==> src/rtl/pdm_cic_decimator.sv <==
// pdm_cic_decimator: generates the PDM microphone clock, samples the 1-bit PDM
// stream, decimates it with a 4th-order CIC filter and hands signed PCM samples
// to the packet builder over a valid/ready port with a sticky overrun flag.
// Optional feature: define PDM_DCBLOCK_EN to insert a DC-blocking high-pass
// stage between saturation and the output register (adds one clk of latency).
module pdm_cic_decimator #(
   parameter int CLK_DIV    = 10,
   parameter int DECIM_LOG2 = 6,
   parameter int OUT_W      = 16
) (
   input  logic                    clk,
   input  logic                    rst,
   output logic                    pdm_clk,
   input  logic                    pdm_data,
   output logic signed [OUT_W-1:0] sample,
   output logic                    sample_valid,
   input  logic                    sample_ready,
   output logic                    overrun
);
   localparam int W     = 4*DECIM_LOG2 + 2;
   localparam int SW    = W + OUT_W;
   localparam int SHIFT = 4*DECIM_LOG2 - OUT_W + 1;
   localparam int RSH   = (SHIFT > 0) ? SHIFT : 0;
   localparam int LSH   = (SHIFT < 0) ? -SHIFT : 0;
   localparam logic [7:0]             DIV_LAST = 8'(CLK_DIV - 1);
   localparam logic [DECIM_LOG2-1:0]  DEC_ONE  = DECIM_LOG2'(1);
   localparam logic signed [W-1:0]    POS_ONE  = W'(1);
   localparam logic signed [W-1:0]    NEG_ONE  = '1;
   localparam logic signed [SW-1:0]   OUT_MAX  = SW'((64'd1 << (OUT_W-1)) - 64'd1);
   localparam logic signed [SW-1:0]   OUT_MIN  = ~OUT_MAX;

   // Comb result widened, then brought to output scale (right shift for large R).
   function automatic logic signed [SW-1:0] scale_out(input logic signed [W-1:0] v);
      logic signed [SW-1:0] e;
      e = {{OUT_W{v[W-1]}}, v};
      return (e >>> RSH) <<< LSH;
   endfunction

   // Clamp a wide signed value into the OUT_W output range.
   function automatic logic signed [OUT_W-1:0] sat_out(input logic signed [SW-1:0] v);
      if (v > OUT_MAX) return OUT_MAX[OUT_W-1:0];
      else if (v < OUT_MIN) return OUT_MIN[OUT_W-1:0];
      return v[OUT_W-1:0];
   endfunction

   logic [7:0]            div_cnt;
   logic                  pdm_clk_d;
   logic                  sync_p0, sync_p1;
   logic                  tick;
   logic [DECIM_LOG2-1:0] dec_cnt;
   logic                  strobe;
   logic signed [W-1:0]   integ1_p0, integ2_p0, integ3_p0, integ4_p0;
   logic signed [W-1:0]   integ1_n, integ2_n, integ3_n, integ4_n;
   logic signed [W-1:0]   comb_dly1_p0, comb_dly2_p0, comb_dly3_p0, comb_dly4_p0;
   logic signed [W-1:0]   comb1, comb2, comb3, comb4;
   logic [2:0]            settle_cnt;
   logic                  settled;
   logic                  vld_p0;
   logic signed [OUT_W-1:0] pcm_p0;
   logic                  out_vld;
   logic signed [OUT_W-1:0] out_val;

   // pdm_clk divider; pdm_clk_d keeps the previous level so the fall can be seen
   always_ff @(posedge clk) begin
      if (rst) begin
         div_cnt   <= '0;
         pdm_clk   <= 1'b0;
         pdm_clk_d <= 1'b0;
      end else begin
         pdm_clk_d <= pdm_clk;
         if (div_cnt == DIV_LAST) begin
            div_cnt <= '0;
            pdm_clk <= ~pdm_clk;
         end else begin
            div_cnt <= div_cnt + 8'd1;
         end
      end
   end

   assign tick = pdm_clk_d & ~pdm_clk;

   // two-flop synchronizer for the asynchronous microphone bit
   always_ff @(posedge clk) begin
      sync_p0 <= pdm_data;
      sync_p1 <= sync_p0;
   end

   // integrator cascade: each stage adds the freshly updated previous stage
   assign integ1_n = integ1_p0 + (sync_p1 ? POS_ONE : NEG_ONE);
   assign integ2_n = integ2_p0 + integ1_n;
   assign integ3_n = integ3_p0 + integ2_n;
   assign integ4_n = integ4_p0 + integ3_n;
   assign strobe   = tick && (dec_cnt == '1);

   // integrators and decimation counter advance once per PDM tick; wrap is harmless
   always_ff @(posedge clk) begin
      if (rst) begin
         integ1_p0 <= '0;
         integ2_p0 <= '0;
         integ3_p0 <= '0;
         integ4_p0 <= '0;
         dec_cnt   <= '0;
      end else if (tick) begin
         integ1_p0 <= integ1_n;
         integ2_p0 <= integ2_n;
         integ3_p0 <= integ3_n;
         integ4_p0 <= integ4_n;
         dec_cnt   <= dec_cnt + DEC_ONE;
      end
   end

   // comb cascade evaluated in the strobe cycle on the just-updated integrator 4
   assign comb1   = integ4_n - comb_dly1_p0;
   assign comb2   = comb1 - comb_dly2_p0;
   assign comb3   = comb2 - comb_dly3_p0;
   assign comb4   = comb3 - comb_dly4_p0;
   assign settled = (settle_cnt == 3'd4);
   assign vld_p0  = strobe && settled;
   assign pcm_p0  = sat_out(scale_out(comb4));

   // comb delay line and settle count step on each decimation strobe
   always_ff @(posedge clk) begin
      if (rst) begin
         comb_dly1_p0 <= '0;
         comb_dly2_p0 <= '0;
         comb_dly3_p0 <= '0;
         comb_dly4_p0 <= '0;
         settle_cnt   <= '0;
      end else if (strobe) begin
         comb_dly1_p0 <= integ4_n;
         comb_dly2_p0 <= comb1;
         comb_dly3_p0 <= comb2;
         comb_dly4_p0 <= comb3;
         if (!settled) settle_cnt <= settle_cnt + 3'd1;
      end
   end

`ifdef PDM_DCBLOCK_EN
   localparam int DC_W = 24;
   localparam logic signed [DC_W+1:0] DC_MAX = 26'sd8388607;
   localparam logic signed [DC_W+1:0] DC_MIN = ~DC_MAX;

   logic signed [OUT_W-1:0] dc_x_p1;
   logic signed [DC_W-1:0]  dc_y_p1;
   logic                    vld_p1;

   // y[n] = x[n] - x[n-1] + y[n-1] - (y[n-1] >>> 8), clamped to the accumulator width
   function automatic logic signed [DC_W-1:0] dc_step(
      input logic signed [OUT_W-1:0] x,
      input logic signed [OUT_W-1:0] xp,
      input logic signed [DC_W-1:0]  y
   );
      logic signed [DC_W-1:0]  ys;
      logic signed [DC_W+1:0]  xe, xpe, ye, yse, acc;
      ys  = y >>> 8;
      xe  = {{(DC_W+2-OUT_W){x[OUT_W-1]}}, x};
      xpe = {{(DC_W+2-OUT_W){xp[OUT_W-1]}}, xp};
      ye  = {{2{y[DC_W-1]}}, y};
      yse = {{2{ys[DC_W-1]}}, ys};
      acc = xe - xpe + ye - yse;
      if (acc > DC_MAX) return DC_MAX[DC_W-1:0];
      else if (acc < DC_MIN) return DC_MIN[DC_W-1:0];
      return acc[DC_W-1:0];
   endfunction

   // DC-blocking stage, updated only for samples that survive the settle discard
   always_ff @(posedge clk) begin
      if (rst) begin
         vld_p1  <= 1'b0;
         dc_x_p1 <= '0;
         dc_y_p1 <= '0;
      end else begin
         vld_p1 <= vld_p0;
         if (vld_p0) begin
            dc_x_p1 <= pcm_p0;
            dc_y_p1 <= dc_step(pcm_p0, dc_x_p1, dc_y_p1);
         end
      end
   end

   assign out_vld = vld_p1;
   assign out_val = sat_out({{(SW-DC_W){dc_y_p1[DC_W-1]}}, dc_y_p1});
`else
   assign out_vld = vld_p0;
   assign out_val = pcm_p0;
`endif

   // output holding register: a new sample always wins, dropping an unread one sets overrun
   always_ff @(posedge clk) begin
      if (rst) begin
         sample       <= '0;
         sample_valid <= 1'b0;
         overrun      <= 1'b0;
      end else if (out_vld) begin
         sample       <= out_val;
         sample_valid <= 1'b1;
         if (sample_valid && !sample_ready) overrun <= 1'b1;
      end else if (sample_valid && sample_ready) begin
         sample_valid <= 1'b0;
      end
   end
endmodule

==> config.mk <==
export PLATFORM = sky130hd
export DESIGN_NAME = pdm_cic_decimator
export DESIGN_NICKNAME = d
export VERILOG_FILES = /design/src/rtl/pdm_cic_decimator.sv
export SDC_FILE = /design/constraint.sdc
export NUM_CORES = 1
export LEC_CHECK = 0
export CORE_ASPECT_RATIO = 0.7
export CORE_MARGIN = 5
export CORE_UTILIZATION = 60
export CTS_BUF_LIST = sky130_fd_sc_hd__clkbuf_2
export CTS_CLUSTER_DIAMETER = 40
export DETAILED_ROUTE_END_ITERATION = 8
export GPL_TIMING_DRIVEN = 0
export PLACE_DENSITY = 0.8
export RECOVER_POWER = 25
export SKIP_LAST_GASP = 1
export SLEW_MARGIN = 20
export SYNTH_ARGS = -nofsm -noshare
export SYNTH_HDL_FRONTEND = slang
export SYNTH_SLANG_ARGS = --single-unit
==> constraint.sdc <==
create_clock -name clk -period 16 [get_ports clk]
set_clock_uncertainty 0.1 [all_clocks]
set_input_delay 4.8 -clock clk [delete_from_list [all_inputs] [get_ports clk]]
set_output_delay 4.8 -clock clk [all_outputs]
set_load 0.05 [all_outputs]
==> flow_summary.ini <==
[synthesis]
synth_top_area_cell = dfxtp_1
synthAdderAreaFrac_pct = 15.14
synth_mux_area_share_pct = 0.2857
syn_nets = 2563
avgSynthCellArea_um2 = 7.653
synthArstFlopShare_pct = 0
synthDistinctLibCells = 78
synthSimpleGateAreaFrac_pct = 20.33
synth_top_area_share_pct = 27.54
synth_xor_area_share_pct = 8.836
synth_flop_cell = dfxtp_1
synth_top_family_by_area = compound AO/OA/AOI/OAI gates
ys_ff_latch = 247
synth-compound-area-share_pct = 22.62
yosysSeqAreaShare_pct = 27.54
synth_edf_count = 0
yosys_warnings = 0
ys_top_cells_by_area = dfxtp_1 (28%), ha_1 (14%), nand2_1 (8.4%)
netlist_area_um2 = 17950
netlist_instances = 2346

[routing]
drc = 0
vias = 16930
vias_per_cell = 5.908
drtAntennaViolNets = 0
wirelength_um = 46460
drt-pass1-iter-count = 6
wire_per_inst_um = 16.22
drt_iter0_markers = 1274

[clock_network]
cts.sink_count = 247
h-tree-depth = 3
cts-root-buf = clkbuf_2
path_clk_slew_ps = 90
clk_latency_ps = 920
numCtsBuffers = 68
cts_resized = 0
tritoncts = done
clock_path_buffers = 3
cts_setup_buffers = 0
hold_buffers = 0

[place]
dp_hpwl_um = 35710
placed_area_um2 = 18650
port_buffers = 21
gp_congestion = 0.9272

[worst_hold_path]
hold_path_class = flop to flop
hold_depth = 0

[run_status]
status = completed

[critical_path]
crit_family = compound AO/OA/AOI/OAI gates
cp.required_ps = 16670
rr_worst_depth = 55
cpMaxStageDelayCell = inv_1
cp_num_cells = 55
cp-start-kind = flop
cp_common_cell = ha_1
arrival_ps = 14650
endpoint_kind = flop
path_buf_inv = 2
slowest_delay_ps = 720
critical_path_class = flop to flop
cp_max_fo = 25

[global_route]
antenna_found_initial = 1
groute.usage.overall_pct = 26.96
grt_max_degree = 26
grt_overflow = 0
grt_pass1_wl_um = 75470
first_global_vias = 15820

[cells_and_area]
synthToLayoutAreaGrowth_pct = 6.941
fin_nets = 2654
drive_gt1_share_pct = 5.647
multi_input_area_um2 = 12070
fin_area_um2 = 19200
fill_cells = 2575
seqCellArea_um2 = 4945

[power]
vdd_drop_max_v = 0.00007578
fin_total_pwr_uw = 1856
p_leak_uw = 0.007694
power-per-cell-area_nw_per_um2 = 96.64

[sta]
final_max_slew_viol_count = 0
hold_ws_ps = 236.4
tightest_slew_ps = 990.8
rsz0062_at_grt = no
finalHoldViolations = 0
period_share_pct = 87.37
setup_tns_ps = 0
fin_crit_ps = 13980
setup_viol = 0
slew_headroom_pct = 33.87
timing.fmax_ghz = 0.07153

[floorplan]
core_um2 = 29770
initial_core_util_pct = 60.30
die_h_um = 154.7
die_w_um = 216.8
rows = 53
ios = 23
die_area_um2 = 33540

[run]
maxCapViolCount = 0
-- report_power, final --
group / leakage, uW / internal, uW / switching, uW / total, uW
clock network: 0.000450 / 168 / 276 / 444
logic: 0.00526 / 323 / 473 / 795
registers: 0.00199 / 615 / 0.995 / 616
-- cell usage after synthesis (all sizes together), types with 6 or more instances --
cell     number
clkbuf       72
fa            7
inv         166
or2          11
o311ai        6
o211ai        8
nand3        39
a21boi        8
xnor2       121
and3         24
nand2b       15
a21o         59
o31ai         6
buf          10
dfxtp       247
a31oi        20
o21ai        64
and2         12
or3          19
nand3b        6
a211oi       62
nand4         8
a21oi       286
nor2        165
nand2       400
ha          206
nor2b        29
o2111ai       7
a211o         7
nor3         57
xor2         54
o21bai       38
or4           8
a2111oi       7
o21a         29
-- sequential cells by signal, indices dropped and copies added (netlist names), 3 cells and up --
register      cells
comb_dly2_p0     26
integ2_p0        26
div_cnt           8
dec_cnt           6
comb_dly1_p0     26
integ3_p0        26
settle_cnt        3
comb_dly3_p0     26
integ4_p0        26
integ1_p0        26
sample           16
comb_dly4_p0     26
-- cells by family after synthesis --
kind of cell,after synthesis
AND/OR/NAND/NOR,815
AO/OA/AOI/OAI,641
buffers and inverters,248
flip-flops,247
adder cells (fa/ha/maj),213
XOR/XNOR,177
multiplexers,5
-- layout make-up --
type / count / area share [%]
inverter: 166 / 3.245
buffer: 82 / 1.662
timing repair buffer: 21 / 1.095
tap: 385 / 2.509
clock buffer: 104 / 2.711
clock inverter: 8 / 0.1629
multi-input combinational: 1851 / 62.85
antenna: 1 / 0.01303
sequential: 247 / 25.75
-- path summary, 6_finish.rpt --
| kind | startpoint | to | slack, ps |
|---|---|---|---|
| worst min-delay path | sync_p0$_DFF_P_ | sync_p1$_DFF_P_ | 240 |
| worst max-delay path | sync_p1$_DFF_P_ | sample[4]$_SDFFE_PP0P_ | 2020 |
| worst max register to register | sync_p1$_DFF_P_ | sample[4]$_SDFFE_PP0P_ | 2020 |
| worst min register to register | sync_p0$_DFF_P_ | sync_p1$_DFF_P_ | 240 |
-- stage by stage --
step / setup WS (ps) / std cells / util, %
after CTS: 2301 / 2864 / 64.48
after global routing: 1076 / 2865 / 64.49
after detailed placement: 2466 / 2752 / 62.63
after global placement: 2862 / 2752 / 62.63
after floorplan: 4420 / 2346 / -
final: 2021 / 2865 / 64.49
-- layer usage --
layer	track usage (%)	up-vias	routed length, um
met5	0	-	0
met4	8.686	0	1198
met3	5.674	109	3566
met2	39.91	568	18940
met1	39.25	7866	22750
li1	-	8382	-
-- worst register-to-register path: cells and delay by family, from the launching register on --
family / cells / cell delay, ps
buffers and inverters: 2 / 910
adders and majority gates: 8 / 2700
AOI/OAI and AO/OA: 25 / 6330
muxes: 1 / 260
xor gates and xnor gates: 6 / 1210
DFF: 1 / 340
and+or+nand+nor: 13 / 1980
-- cells in the final DEF, fill, tap and decap left out, drive strengths merged, types with 20 or more instances in the layout --
cell and instances:
a211oi 62, a21o 59, a21oi 286, a31oi 20
and3 24, clkbuf 176, clkdlybuf4s50 20, dfxtp 247
ha 206, inv 167, nand2 400, nand3 39
nor2 165, nor2b 29, nor3 57, o21a 29
o21ai 64, o21bai 38, xnor2 121, xor2 54
Note: power is estimated with default switching activity, not from simulation.
